### config.mk
export PLATFORM = sky130hd
export DESIGN_NAME = keypad_scanner
export DESIGN_NICKNAME = d
export VERILOG_FILES = /design/src/rtl/keypad_scanner.sv
export SDC_FILE = /design/constraint.sdc
export NUM_CORES = 1
export LEC_CHECK = 0
export ABC_AREA = 1
export BUFFER_PORTS_ARGS = -buffer_cell sky130_fd_sc_hd__buf_2
export CAP_MARGIN = 25
export CORE_UTILIZATION = 58
export CTS_CLUSTER_SIZE = 25
export DETAILED_ROUTE_END_ITERATION = 10
export PLACE_DENSITY = 0.79
export SLEW_MARGIN = 20
export SYNTH_ARGS = -nofsm -noshare
export SYNTH_HDL_FRONTEND = slang
export SYNTH_SLANG_ARGS = --single-unit
### constraint.sdc
create_clock -name clk -period 2.7 [get_ports clk]
set_input_delay 0.135 -clock clk [delete_from_list [all_inputs] [get_ports clk]]
set_output_delay 0.135 -clock clk [all_outputs]
set_load 0.01 [all_outputs]
### src/rtl/keypad_scanner.sv
// keypad_scanner: scans a 4x4 active-low matrix keypad one column at a time,
// debounces over whole sweeps, pulses key_valid once per accepted press and
// shifts each accepted hex digit into entry_value (newest digit in [3:0]).
//
// Optional build macro KEYPAD_CLEAR_KEY_EN: when defined, accepting key F
// clears entry_value instead of shifting F in.
module keypad_scanner #(
    parameter int SCAN_TICKS      = 25000, // clk cycles per column, >= 4
    parameter int DEBOUNCE_SWEEPS = 4      // identical sweeps to accept, >= 1
) (
    input  logic        clk,
    input  logic        btnC,
    input  logic [3:0]  row,
    output logic [3:0]  col,
    output logic        key_valid,
    output logic [3:0]  key_code,
    output logic        key_held,
    output logic [15:0] entry_value
);

    localparam int TW = $clog2(SCAN_TICKS);
    localparam int CW = $clog2(DEBOUNCE_SWEEPS + 1);
    localparam logic [TW-1:0] TIMER_LAST = TW'(SCAN_TICKS - 1);
    localparam logic [CW-1:0] CNT_ONE    = CW'(1);
    localparam logic [CW-1:0] CNT_LAST   = CW'(DEBOUNCE_SWEEPS - 1);

    localparam logic [1:0] ST_IDLE      = 2'd0;
    localparam logic [1:0] ST_CANDIDATE = 2'd1;
    localparam logic [1:0] ST_PRESSED   = 2'd2;
    localparam logic [1:0] ST_RELEASE   = 2'd3;

    logic [3:0]    row_meta, row_sync;
    logic [TW-1:0] timer;
    logic [1:0]    col_sel;
    logic          tick, sweep_end;
    logic          sweep_hit;
    logic [3:0]    sweep_code;
    logic          col_hit;
    logic [1:0]    row_idx;
    logic [3:0]    col_code;
    logic          res_hit;
    logic [3:0]    res_code;
    logic [1:0]    state, next_state;
    logic [CW-1:0] cnt, next_cnt;
    logic [3:0]    cand, next_cand;
    logic          do_accept, do_release;

    // Hex code printed on the key at column c, row r.
    function automatic logic [3:0] key_map(input logic [1:0] c, input logic [1:0] r);
        case ({c, r})
            4'h0: key_map = 4'h1;  4'h1: key_map = 4'h4;
            4'h2: key_map = 4'h7;  4'h3: key_map = 4'h0;
            4'h4: key_map = 4'h2;  4'h5: key_map = 4'h5;
            4'h6: key_map = 4'h8;  4'h7: key_map = 4'hF;
            4'h8: key_map = 4'h3;  4'h9: key_map = 4'h6;
            4'hA: key_map = 4'h9;  4'hB: key_map = 4'hE;
            4'hC: key_map = 4'hA;  4'hD: key_map = 4'hB;
            4'hE: key_map = 4'hC;  4'hF: key_map = 4'hD;
            default: key_map = 4'h0;
        endcase
    endfunction

    assign col       = ~(4'b0001 << col_sel);
    assign tick      = (timer == TIMER_LAST);
    assign sweep_end = tick && (col_sel == 2'd3);
    assign col_hit   = (row_sync != 4'hF);
    assign col_code  = key_map(col_sel, row_idx);
    // An earlier column in the sweep always beats the column sampled last.
    assign res_hit   = sweep_hit || col_hit;
    assign res_code  = sweep_hit ? sweep_code : col_code;

    // Two-flop synchronizer for the asynchronous row inputs; idle rows read high.
    always_ff @(posedge clk) begin
        // NOTE: sequential state uses <= so every flop samples pre-edge values.
        if (btnC) begin
            row_meta <= 4'hF;
            row_sync <= 4'hF;
        end else begin
            row_meta <= row;
            row_sync <= row_meta;
        end
    end

    // Lowest pressed row index within the current column.
    always_comb begin
        // NOTE: default first so no path leaves row_idx unassigned (no latch).
        row_idx = 2'd3;
        if      (!row_sync[0]) row_idx = 2'd0;
        else if (!row_sync[1]) row_idx = 2'd1;
        else if (!row_sync[2]) row_idx = 2'd2;
    end

    // Column dwell timer and column select.
    always_ff @(posedge clk) begin
        if (btnC) begin
            timer   <= '0;
            col_sel <= 2'd0;
        end else if (tick) begin
            timer   <= '0;
            col_sel <= col_sel + 2'd1;
        end else begin
            timer <= timer + TW'(1);
        end
    end

    // Remembers the first hit of the sweep in progress (columns 0..2).
    always_ff @(posedge clk) begin
        if (btnC) begin
            sweep_hit  <= 1'b0;
            sweep_code <= 4'h0;
        end else if (sweep_end) begin
            sweep_hit  <= 1'b0;
            sweep_code <= 4'h0;
        end else if (tick && !sweep_hit && col_hit) begin
            sweep_hit  <= 1'b1;
            sweep_code <= col_code;
        end
    end

    // Debounce decision, taken only on the sweep-end sample.
    always_comb begin
        next_state = state;
        next_cnt   = cnt;
        next_cand  = cand;
        do_accept  = 1'b0;
        do_release = 1'b0;
        if (sweep_end) begin
            case (state)
                ST_IDLE: begin
                    if (res_hit) begin
                        next_cand = res_code;
                        next_cnt  = CNT_ONE;
                        if (DEBOUNCE_SWEEPS == 1) begin
                            do_accept  = 1'b1;
                            next_state = ST_PRESSED;
                        end else begin
                            next_state = ST_CANDIDATE;
                        end
                    end
                end
                ST_CANDIDATE: begin
                    if (!res_hit) begin
                        next_state = ST_IDLE;
                    end else if (res_code != cand) begin
                        next_cand = res_code;
                        next_cnt  = CNT_ONE;
                    end else if (cnt == CNT_LAST) begin
                        do_accept  = 1'b1;
                        next_state = ST_PRESSED;
                    end else begin
                        next_cnt = cnt + CNT_ONE;
                    end
                end
                ST_PRESSED: begin
                    if (!res_hit) begin
                        if (DEBOUNCE_SWEEPS == 1) begin
                            do_release = 1'b1;
                            next_state = ST_IDLE;
                        end else begin
                            next_cnt   = CNT_ONE;
                            next_state = ST_RELEASE;
                        end
                    end
                end
                default: begin // ST_RELEASE
                    if (res_hit) begin
                        next_state = ST_PRESSED;
                    end else if (cnt == CNT_LAST) begin
                        do_release = 1'b1;
                        next_state = ST_IDLE;
                    end else begin
                        next_cnt = cnt + CNT_ONE;
                    end
                end
            endcase
        end
    end

    // Debounce state registers.
    always_ff @(posedge clk) begin
        if (btnC) begin
            state <= ST_IDLE;
            cnt   <= '0;
            cand  <= 4'h0;
        end else begin
            state <= next_state;
            cnt   <= next_cnt;
            cand  <= next_cand;
        end
    end

    // Registered outputs: one-cycle pulse, held flag and entered value.
    always_ff @(posedge clk) begin
        if (btnC) begin
            key_valid   <= 1'b0;
            key_code    <= 4'h0;
            key_held    <= 1'b0;
            entry_value <= 16'h0000;
        end else begin
            key_valid <= do_accept;
            if (do_accept) begin
                key_code <= next_cand;
                key_held <= 1'b1;
`ifdef KEYPAD_CLEAR_KEY_EN
                if (next_cand == 4'hF) entry_value <= 16'h0000;
                else                   entry_value <= {entry_value[11:0], next_cand};
`else
                entry_value <= {entry_value[11:0], next_cand};
`endif
            end else if (do_release) begin
                key_held <= 1'b0;
            end
        end
    end

endmodule

# After elaboration in Yosys (flattened, before gate mapping)
# Memory sizes are Yosys's and may differ from the RTL's.
# Index checks and enable logic that the tools add are counted.
op_classes:
  n_reduce_logical: 13
  n_eq_ne: 13
  n_addsub: 3
  bitwise: 1
  mux: 34
  n_shift: 1
ops:
  columns: ["cell", "count"]
  rows:
  - ["$mux 4", 5]
  - ["$mux 2", 9]
  - ["$mux 3", 6]
  - ["$add 15x1->15 const B", 1]
  - ["$eq 15x15->1 const B", 1]
  - ["$mux 1", 11]
  - ["$pmux 3 s3", 1]
  - ["$pmux 4 s2", 1]
  - ["$ne 2x2->1 const B", 3]
  - ["$ne 3x3->1 const B", 2]
  - ["$pmux 2 s3", 1]
  - ["$reduce_and 6->1", 1]
  - ["$reduce_and 5->1", 1]
  - ["$eq 2x2->1 const B", 2]
  - ["$ne 4x4->1", 1]
  - ["$ne 4x4->1 const B", 1]
  - ["$not 4->4", 1]
  - ["$reduce_bool 4->1", 1]
  - ["$reduce_or 2->1", 2]
  - ["$shl 1x2->4 const A", 1]
  - ["$add 3x1->3 const B", 1]
  - ["$eq 3x2->1 const B", 1]
  - ["$logic_and 1x1->1", 3]
  - ["$ne 3x1->1 const B", 1]
  - ["other kinds (7)", 7]
totals:
  romBits: 64
  wordCells: 79
  register_bits: 61
  input_bits: 6
  memories: 1
  output_inout_bits: 26
mem_list:
  columns: ["memory", "depth", "width", "rd", "rd_ports_with_merged_regs", "wr", "line_no", "text"]
  rows:
  - ["(name not given)", 16, 4, 1, 0, 0, "50", "case ({c, r})"]

# Depth between registers and ports, before layout
# Gate-level depths: netlist of run 1.
# An unclocked memory read counts as a cell.
depth:
  depth_word: 11
  ltp_mapped: 20
  ltp_nobuf: 19

# Worst setup path after synthesis of run 1
# Ideal clock, no wire load.
synth_path:
  path_kind: "register to register"
  startpoint: "reg row_sync[2]"
  endpoint: "reg entry_value[6]"
  setup_slack_ps: 668
  stages_incl_launch_ff: 21
  period_less_slack_ps: 2032
  arrival_ps: 1917
  required_time_ps: 2586
  n_path_buf: 2
  setup_ps: 114
  cell_sequence: "dfxtp_1 inv_1 nand2_1 nand2_1 ha_1 inv_1 nand2_1 nand2_1 nand2_1 nand3_2 nand2_1 nand2_1 nand2_2 nor2_4 nand2_4 inv_4 nand2_4 buf_8 inv_6 buf_12 a21oi_2"
synth_via:
  elab_chain_len: 10
  elab_cells_between_ends: 12
  cone_classes: "eq/ne (2); mux (8); reduce/logical (1); memory (1)"
synth_lines:
  columns: ["item", "line_no", "text"]
  rows:
  - ["start, declared", "32", "logic [3:0] row_meta, row_sync;"]
  - ["start signal, assigned", "80", "row_sync <= row_meta;"]
  - ["$mux 1", "90", "else if (!row_sync[2]) row_idx = 2'd2;"]
  - ["$mux 2", "89", "else if (!row_sync[1]) row_idx = 2'd1;"]
  - ["$mux 2", "88", "if (!row_sync[0]) row_idx = 2'd0;"]
  - ["$mem_v2 16x4", null, null]
  - ["$mux 4", "70", "assign res_code = sweep_hit ? sweep_code : col_code;"]
  - ["$ne 4x4->1", "144", "end else if (res_code != cand) begin"]
  - ["$mux 1", "144", null]
  - ["$mux 1 (*)", "142", "if (!res_hit) begin"]
  - ["$mux 1 (*)", "128", "case (state)"]
  - ["$mux 1 (*)", "127", "if (sweep_end) begin"]
  - ["end signal, assigned", "208", "entry_value <= {entry_value[11:0], next_cand};"]
  - ["end, declared", "18", "output logic [15:0] entry_value"]
# Mark *: on every way between the ends. The rest lies on a longest branch, timed or not.
# A chain may end at the register's enable or synchronous reset.

# Worst setup path after layout of run 1
layout_path:
  startpoint: "reg row_sync[0]"
  endpoint: "reg entry_value[13]"
layout_via:
  elab_chain_len: 8
  elab_cells_between_ends: 10
  cone_classes: "eq/ne (2); mux (6); reduce/logical (1); memory (1)"
layout_lines:
  columns: ["item", "line_no"]
  rows:
  - ["$mux 2", "88"]
  - ["$mem_v2 16x4", null]
  - ["$mux 4", "70"]
  - ["$ne 4x4->1", "144"]
  - ["$mux 1", "144"]
  - ["$mux 1 (*)", "142"]
  - ["$mux 1 (*)", "128"]
  - ["$mux 1 (*)", "127"]
# Marks and branches as above.

==> flow_summary.json, run 1 <==
{
  "drive_gt1_frac": 0.2091,
  "grt_antenna_before_repair": 0,
  "fmax_mhz": 449.7,
  "avgSynthCellArea_sq_um": 7.293,
  "syn2layout_area_growth_pct": 16.03,
  "gp_congestion": 0.8639,
  "reg2reg_from": "row_sync[0]",
  "via_count": 2559,
  "grt_start_max_net_pins": 24,
  "hp-start": "btnC",
  "vdd.ir_drop.worst_mv": 0.4037,
  "p_leak_nw": 1.581,
  "syn-cell-area_sq_um": 2895,
  "routedWlPerCell_microns": 11.47,
  "worst_slew_pin_slew_ns": 0.6779,
  "critPathTopFamily": "simple AND/OR/NAND/NOR gates",
  "power.total_mw": 1.998,
  "ys_async_sr_fraction": 0,
  "layout_min_cycle_time_ns": 2.224,
  "die_area_sq_um": 5279,
  "core_sq_um": 4755,
  "yosysWarnings": 0,
  "path_class": "reg -> reg",
  "port_buffers": 31,
  "die_y_microns": 72.66,
  "cts_resized": 0,
  "placed_area_sq_um": 3062,
  "numCtsBuffers": 9,
  "relSlewSlack": 0.5433,
  "min_period_over_period": 0.8236,
  "ys_seq_area_frac": 0.3941,
  "io_pins": 32,
  "utilization": 0.7066,
  "final_cell_mix": "nand2_1 (99), dfxtp_1 (57), inv_1 (54), nor2_1 (35), buf_2 (31)",
  "place_hpwl_mm": 3.967,
  "synth.ff_latch_count": 57,
  "synth_cell_types": 40,
  "track_usage": 0.2366,
  "synth_edf_count": 0,
  "grt_pass1_vias": 2285,
  "first_pass_iters": 5,
  "chipWidth_microns": 72.66,
  "initial_utilization": 0.6089,
  "cp.arrival_ns": 2.45,
  "cp_num_buf_inv": 4,
  "grt_pass1_wl_mm": 9.577,
  "tritoncts": "built",
  "cp_slowest_cell": "dfxtp_1",
  "synth_top_flop_cell": "dfxtp_1",
  "cts_root_buffer": "clkbuf_8",
  "overflow": 0,
  "crit_chain": "nand2_1, inv_1, ha_1, inv_1, nand2_1, nand2_1, nand2_1, nand3_2, nand2_1, nand2_1, nand2_2, nor2_4, nand2_4, inv_4, nand2_4, inv_6, a21oi_2",
  "num_rows": 25,
  "fin_area_sq_um": 3359,
  "critPathCaptureType": "register",
  "fin_skew_ns": 0.009426,
  "antenna_cells": 0,
  "crit_required_ns": 2.93,
  "nets": 454,
  "hp-class": "in -> reg",
  "post-cts-setup-buffers": 0,
  "syn_nets": 416,
  "finalMaxSlewViolations": 0,
  "clk_latency_ns": 0.34,
  "timing_hold_violations_final": 0,
  "synthCells": 397,
  "htree_levels": 3,
  "cp-start-kind": "register",
  "status": "finished clean",
  "slowest_delay_ns": 0.40,
  "viasPerCell": 5.047,
  "crit_top_cell": "nand2_1",
  "finalSetupViolCount": 0,
  "n_fill_cell": 407,
  "clk_pin_slew_ns": 0.07,
  "critPathLaunch": "row_sync[0]",
  "cts_sinks": 57,
  "setup_tns_ns": 0,
  "powerDensity_nw_per_um2": 594.7,
  "max-cap-violations": 0,
  "rsz0062_at_grt": "false",
  "layout_commonest_cell": "nand2_1",
  "crit_fanout": 20,
  "first_iter_violations": 139,
  "routed_wl_mm": 5.816,
  "cts_buffer_depth": 2,
  "ant_nets": 0,
  "drc": 0
}
==> cell usage after synthesis, types with 2 or more instances <==
cell	instances	share of area
dfxtp_1	57	0.39
nand2_4	2	0.0078
a21oi_2	11	0.033
clkbuf_1	3	0.0039
xor2_1	2	0.0061
or2_2	10	0.022
inv_1	54	0.070
o21ai_1	5	0.0086
o21ai_0	9	0.016
nor4_1	2	0.0043
nand3_1	23	0.040
inv_2	6	0.0078
a21oi_1	24	0.041
nor3_1	8	0.014
nor3_2	2	0.0069
nand2_2	3	0.0065
ha_1	13	0.056
nand2_1	99	0.13
nand3_2	4	0.014
nor2_1	35	0.045
nand4_1	3	0.0065
buf_4	4	0.010
==> metal layers <==
metal	share of wire	routed length (microns)	vias to the layer above	track usage
met2	0.49	2838	56	0.4185
met5	0	0	-	0
met3	0.033	191	17	0.04282
li1	-	-	1328	-
met1	0.45	2612	1158	0.2715
met4	0.030	173	0	0.1242
==> power by group <==
part           switching [mW]  total [mW]  internal (mW)
Combinational          0.0608      0.0969         0.0362
Sequential            0.00493       0.855          0.850
Clock                   0.342        1.05          0.704
==> sequential cells by signal (all words and copies together) (netlist names), 2 cells and up, named ones only <==
| register | count |
|---|---|
| cnt | 3 |
| key_code | 3 |
| cand | 4 |
| row_sync | 4 |
| row_meta | 4 |
| entry_value | 13 |
| sweep_code | 4 |
| col_sel | 2 |
| timer | 15 |
==> cells by family after synthesis <==
kind of cell | share of synthesized area
flops | 0.3941
mux | 0.003457
xor+xnor | 0.006051
fa+ha+maj | 0.05618
buf+inv | 0.1145
compound gates | 0.1093
simple gates | 0.3163
==> layout make-up <==
cell class,count,area (sq um),share of cell area
well taps,67,83.83,0.02495
clock buffers,10,127.6,0.03799
repair buffers,37,210.2,0.06257
inverters,63,244.0,0.07263
flip-flops and latches,57,1141,0.3397
multi-input cells,267,1423,0.4235
clock inverters,6,130.1,0.03873
==> repair_timing <==
action	CTS	global route
hold buffers	4	0
endpoints found under the setup margin	0	0
hold endpoints to repair	4	0
==> worst register-to-register path, delay by kind of cell, from the launching register on <==
kind / cells / cell delay, ns
and+or+nand+nor: 11 / 0.98
buffers and inverters: 4 / 0.43
AOI/OAI and AO/OA: 1 / 0.07
DFF: 1 / 0.40
adders and majority gates: 1 / 0.24
==> through the flow <==
step	cells	setup slack (ns)	hold slack, ns
2_1_floorplan	397	0.6682	0.2388
3_3_place_gp	487	0.6182	0.3181
3_5_place_dp	487	0.5013	0.3200
4_1_cts	507	0.4948	0.1486
5_1_grt	507	0.2400	0.1730
6_report	507	0.4762	0.1612
==> worst paths after layout <==
| check | end | slack (ns) | depth (start not counted) |
|---|---|---|---|
| setup / recovery | entry_value[13] | 0.48 | 17 |
| hold / removal | cand[3] | 0.16 | 2 |
| setup reg to reg | entry_value[13] | 0.48 | 17 |
| hold reg to reg | row_sync[3] | 0.41 | 1 |
No activity file was read; power rests on OpenSTA's default activity.
==> inputs of run 2 (changes only) <==
Settings changed: ABC_AREA 1 to 0, CORE_UTILIZATION 58 to 52, PLACE_DENSITY 0.79 to 0.75.
Clock period 2.7 ns to 1.8 ns, I/O delays scaled along.
==> flow_summary.json, run 2 <==
{
  "relSlewSlack": 0.6497,
  "numCtsBuffers": 9,
  "ant_nets": 0,
  "routed_wl_mm": 7.752,
  "path_class": "reg -> reg",
  "internal_power_mw": 2.239,
  "grt_antenna_before_repair": 0,
  "netlist_top_cells_count": "dfxtp_1 (57), nor2_1 (48), mux2i_1 (19), nand2_1 (17), inv_1 (16)",
  "synth_most_common_cell": "dfxtp_1",
  "rsz0062_at_grt": "true",
  "gp_congestion": 0.8116,
  "syn_nets": 321,
  "drc": 0,
  "powerDensity_nw_per_um2": 722.5,
  "hp-start": "btnC",
  "power_frac_clock": 0.478,
  "fmax_mhz": 348.1,
  "layout_commonest_cell": "buf_4",
  "swShare": 0.2213,
  "ys_async_sr_fraction": 0,
  "tritoncts": "built",
  "finalSetupViolCount": 49,
  "cts_buffer_depth": 2,
  "top_regs": "timer x15, entry_value x13",
  "yosysWarnings": 0,
  "clk_latency_ns": 0.34,
  "drive_gt1_frac": 0.4136,
  "first_iter_violations": 150,
  "vdd.ir_drop.worst_mv": 0.8402,
  "cts_root_buffer": "clkbuf_8",
  "htree_levels": 3,
  "holdPathStages": 2,
  "worst_slew_pin_slew_ns": 0.5217,
  "clk_pin_slew_ns": 0.07,
  "cp-start-kind": "register",
  "synth_edf_count": 0,
  "ys_seq_area_frac": 0.4099,
  "top_register": "timer",
  "netlist_top_cells_area": "dfxtp_1 (41%), mux2i_1 (6.8%), nor2_1 (6.5%), ha_1 (5.8%), xor2_1 (3.1%)",
  "synth_top_flop_cell": "dfxtp_1",
  "fin_skew_ns": 0.008069,
  "p_leak_nw": 1.822,
  "overflow": 0,
  "track_usage": 0.2585,
  "dp_cells": 448,
  "timing_hold_violations_final": 0,
  "io_pins": 32,
  "via_count": 2587,
  "crit_fanout": 5,
  "synth_top_area_frac": 0.4099,
  "cts_sinks": 57,
  "die_y_microns": 75.17,
  "grt_pass1_wl_mm": 10.73,
  "syn2layout_area_growth_pct": 42.92,
  "cp_num_buf_inv": 2,
  "reg2reg_depth": 11,
  "r2r-end": "entry_value[14]",
  "hp-class": "in -> reg",
  "grt_pass1_vias": 2386,
  "crit_end": "entry_value[14]",
  "chipWidth_microns": 75.17,
  "violations": "setup timing",
  "n_fill_cell": 326,
  "port_buffers": 31,
  "final_cells": 481,
  "routedWlPerCell_microns": 16.12,
  "yosysTopAreaCell": "dfxtp_1",
  "die_area_sq_um": 5651,
  "status": "finished, violations left",
  "cp_slowest_cell": "mux4_2",
  "min_period_over_period": 1.596,
  "initial_utilization": 0.5416,
  "avgSynthCellArea_sq_um": 9.218,
  "largest_reg_flops": 15,
  "slowest_delay_ns": 0.47,
  "crit_chain": "or2b_1, nand2_2, ha_2, inv_2, mux4_2, mux2_4, nor4b_4, nand4_4, clkbuf_16, mux2i_1, nor2_1",
  "synth_cell_types": 52,
  "fin_ws_ns": -1.072,
  "critPathLaunch": "row_sync[1]",
  "grt_start_max_net_pins": 29,
  "place_hpwl_mm": 4.417,
  "net-switching-power_mw": 0.6363,
  "synthCells": 302,
  "reg2reg_setup_slack_ns": -1.07,
  "critPathTopFamily": "multiplexers",
  "hold_slack_ns": 0.1867,
  "critPathCaptureType": "register",
  "nets": 425,
  "reg2reg_from": "row_sync[1]",
  "cp_num_cells": 11,
  "max-cap-violations": 0,
  "core_sq_um": 5140,
  "crit_required_ns": 2.01,
  "antenna_cells": 0,
  "final_cell_mix": "buf_4 (67), dfxtp_1 (52), nor2_1 (48), buf_2 (31), nand2_1 (16)",
  "finalMaxSlewViolations": 0,
  "syn-cell-area_sq_um": 2784,
  "p_comb_frac": 0.076,
  "viasPerCell": 5.378,
  "layout_min_cycle_time_ns": 2.872,
  "synth.ff_latch_count": 57,
  "num_rows": 26,
  "first_pass_iters": 4,
  "seqPwrFrac": 0.446,
  "cp.arrival_ns": 3.08
}
-- run 2: what timing repair did --
action	4_1_cts	5_1_grt
hold endpoints to repair	4	0
setup endpoints to repair	48	49
hold buffers	4	0
cloned	0	2
buffers inserted	7	5
gates resized for setup	23	9
pin swaps	8	8
-- run 2: per-stage QoR --
step           power (mW)  setup WS [ns]  setup TNS, ns  cell area (sq um)    util
5_1_grt             2.962         -1.174         -31.36               3979  0.7741
4_1_cts             2.868        -0.9730         -23.20               3860  0.7510
2_1_floorplan       1.415        -0.8974         -20.60               2833       -
6_report            2.875         -1.072         -28.05               3979  0.7741
3_5_place_dp        1.486        -0.9652         -23.63               3422  0.6658
3_3_place_gp        1.477        -0.8845         -21.79               3422  0.6658
-- run 2: power by group through the flow --
stage	Combinational [mW]	Clock, mW	Sequential, mW
after floorplan	0.104	0	1.31
after global placement	0.169	0	1.31
after detailed placement	0.177	0	1.31
after CTS	0.202	1.38	1.28
after global routing	0.233	1.45	1.28
final	0.218	1.38	1.28
-- run 2: logic make-up (layout without fill, tap and decap cells) --
| kind of cell | count (synthesis) | after routing | share of synthesized area |
|---|---|---|---|
| AND/OR/NAND/NOR | 121 | 121 | 0.2355 |
| XOR/XNOR | 18 | 18 | 0.05663 |
| multiplexers | 23 | 23 | 0.08988 |
| AO/OA/AOI/OAI | 37 | 37 | 0.09169 |
| buffers and inverters | 33 | 142 | 0.05798 |
| flip-flops | 57 | 57 | 0.4099 |
| adder cells (fa/ha/maj) | 13 | 13 | 0.05843 |
-- run 2: cell type report --
type                    count  area, sq um  share of cell area
well taps                  70        87.58             0.02201
inverters                  16        60.06             0.01509
multi-input cells         212         1620              0.4072
flip-flops and latches     57         1147              0.2884
clock inverters             4        75.07             0.01887
clock buffers              12        155.1             0.03899
repair buffers            110        833.3              0.2094
-- run 2: metal layers --
| layer | global-route usage | wire length (microns) | vias to the layer above | part of all wire |
|---|---|---|---|---|
| li1 | - | - | 1231 | - |
| met4 | 0.1358 | 215 | 0 | 0.028 |
| met3 | 0.06024 | 285 | 22 | 0.037 |
| met1 | 0.2758 | 3051 | 1263 | 0.39 |
| met5 | 0 | 0 | - | 0 |
| met2 | 0.4735 | 4199 | 71 | 0.54 |
-- run 2: worst reg2reg max path, stage by stage (launching register included) --
cell and delay (ns):
dfxtp_2 0.34, or2b_1 0.27, nand2_2 0.12, ha_2 0.19, inv_2 0.03, mux4_2 0.47, mux2_4 0.33, nor4b_4 0.30
nand4_4 0.21, clkbuf_16 0.23, mux2i_1 0.18, nor2_1 0.06
-- run 2: worst min path at each step --
stage,endpoint
after detailed placement,row_meta[3]
after CTS,entry_value[13]
final,entry_value[13]
after floorplan,row_meta[0]
after global routing,col_sel[0]
after global placement,row_meta[2]
==> inputs of run 3 (changes only) <==
Settings changed: RECOVER_POWER from default to 100.
==> flow_summary.json, run 3 (same netlist as run 2, synthesis figures left out) <==
{
  "status": "finished, violations left",
  "violations": "setup timing",
  "overflow": 0,
  "largest_reg_flops": 15,
  "swShare": 0.2215,
  "first_pass_iters": 4,
  "crit_required_ns": 2.01,
  "max-cap-violations": 0,
  "hold_slack_ns": 0.1803,
  "fin_skew_ns": 0.007914,
  "cp-start-kind": "register",
  "finalMaxSlewViolations": 0,
  "p_comb_frac": 0.076,
  "io_pins": 32,
  "final_cell_mix": "buf_4 (64), dfxtp_1 (52), nor2_1 (48), clkbuf_1 (26), nand2_1 (16)",
  "crit_fanout": 5,
  "slowest_delay_ns": 0.47,
  "chipWidth_microns": 75.17,
  "regArea_sq_um": 1147,
  "via_count": 2602,
  "cts_root_buffer": "clkbuf_8",
  "cp_slowest_cell": "mux4_2",
  "power.total_mw": 2.875,
  "num_rows": 26,
  "drc": 0,
  "powerDensity_nw_per_um2": 729.8,
  "ant_nets": 0,
  "numCtsBuffers": 9,
  "n_fill_cell": 347,
  "timing_hold_violations_final": 0,
  "cp_num_buf_inv": 2,
  "p_leak_nw": 1.712,
  "cts_buffer_depth": 2,
  "die_y_microns": 75.17,
  "finalSetupViolCount": 49,
  "relSlewSlack": 0.6503,
  "top_regs": "timer x15, entry_value x13",
  "crit_chain": "or2b_1, nand2_2, ha_2, inv_2, mux4_2, mux2_4, nor4b_4, nand4_4, clkbuf_16, mux2i_1, nor2_1",
  "layout_commonest_cell": "buf_4",
  "layout_min_cycle_time_ns": 2.872,
  "tritoncts": "built",
  "drive_gt1_frac": 0.3528,
  "hp-class": "in -> reg",
  "critPathTopFamily": "multiplexers",
  "routed_wl_mm": 7.735,
  "pre_cts_slack_ns": -0.9652,
  "core_sq_um": 5140,
  "port_buffers": 31,
  "initial_utilization": 0.5416,
  "path_class": "reg -> reg",
  "grt_pass1_vias": 2386,
  "nets": 425,
  "critPathCaptureType": "register",
  "worst_slew_pin_slew_ns": 0.5208,
  "grt_antenna_before_repair": 0,
  "grt_pass1_wl_mm": 10.73,
  "vdd.ir_drop.worst_mv": 0.8375,
  "fmax_mhz": 348.2,
  "hp-start": "btnC",
  "grt_start_max_net_pins": 29,
  "routedWlPerCell_microns": 16.08,
  "multi_input_area_sq_um": 1620,
  "cp.arrival_ns": 3.09,
  "net-switching-power_mw": 0.6370,
  "power_frac_clock": 0.479,
  "rsz0062_at_grt": "true",
  "internal_power_mw": 2.238,
  "min_period_over_period": 1.596,
  "htree_levels": 3,
  "final_cells": 481,
  "gp_congestion": 0.8116,
  "critPathLaunch": "row_sync[1]",
  "cts_sinks": 57,
  "viasPerCell": 5.410,
  "track_usage": 0.2585,
  "seqPwrFrac": 0.446,
  "reg2reg_from": "row_sync[1]",
  "dp_cells": 448,
  "top_register": "timer",
  "syn2layout_area_growth_pct": 41.53,
  "clk_latency_ns": 0.35,
  "place_hpwl_mm": 4.417,
  "first_iter_violations": 165,
  "clk_pin_slew_ns": 0.07,
  "fin_ws_ns": -1.072,
  "die_area_sq_um": 5651,
  "antenna_cells": 0
}
-- run 3: worst register-to-register path, delay by kind of cell, from the launching register on --
kind          cells  cell delay [ns]
mux               3             0.98
flops             1             0.34
simple gates      5             0.96
fa+ha+maj         1             0.19
buf+inv           2             0.26
-- run 3: final cells by class --
type                    count  area share
multi-input cells         212      0.4112
flip-flops and latches     57      0.2912
repair buffers            110      0.2017
clock buffers              12     0.03938
well taps                  70     0.02223
clock inverters             4     0.01905
inverters                  16     0.01524
-- run 3: power by group through the flow --
stage | combinational, mW | sequential [mW] | clock [mW]
after floorplan | 0.104 | 1.31 | 0
after global placement | 0.169 | 1.31 | 0
after detailed placement | 0.177 | 1.31 | 0
after CTS | 0.202 | 1.28 | 1.38
after global routing | 0.232 | 1.28 | 1.45
final | 0.218 | 1.28 | 1.38
-- run 3: through the flow --
| stage | instance area [sq um] | utilization | TNS [ns] |
|---|---|---|---|
| global route | 3940 | 0.7666 | -31.36 |
| floorplan | 2833 | - | -20.60 |
| finish | 3940 | 0.7666 | -27.90 |
| detailed placement | 3422 | 0.6658 | -23.63 |
| CTS | 3860 | 0.7510 | -23.20 |
| global placement | 3422 | 0.6658 | -21.79 |
-- run 3: layer usage --
layer  wire, microns  share of wire  global-route usage  up-vias
met1            2985           0.39              0.2758     1261
met3             345          0.045             0.06024       27
met5               0              0                   0        -
li1                -              -                   -     1232
met2            4159           0.54              0.4735       82
met4             245          0.032              0.1358        0
-- run 3: path summary, 6_finish.rpt --
kind,endpoint,slack [ns],depth (start not counted)
worst max-delay path,entry_value[14],-1.07,11
worst min-delay path,entry_value[13],0.18,2
worst max register to register,entry_value[14],-1.07,11
worst min register to register,row_sync[1],0.40,1
-- run 3: timing repair --
item	CTS	global route
endpoints found under the setup margin	48	49
resized for setup	23	9
hold buffers	4	0
cloned	0	2
pin swaps	8	8
hold endpoints to repair	4	0
buffers inserted	7	5
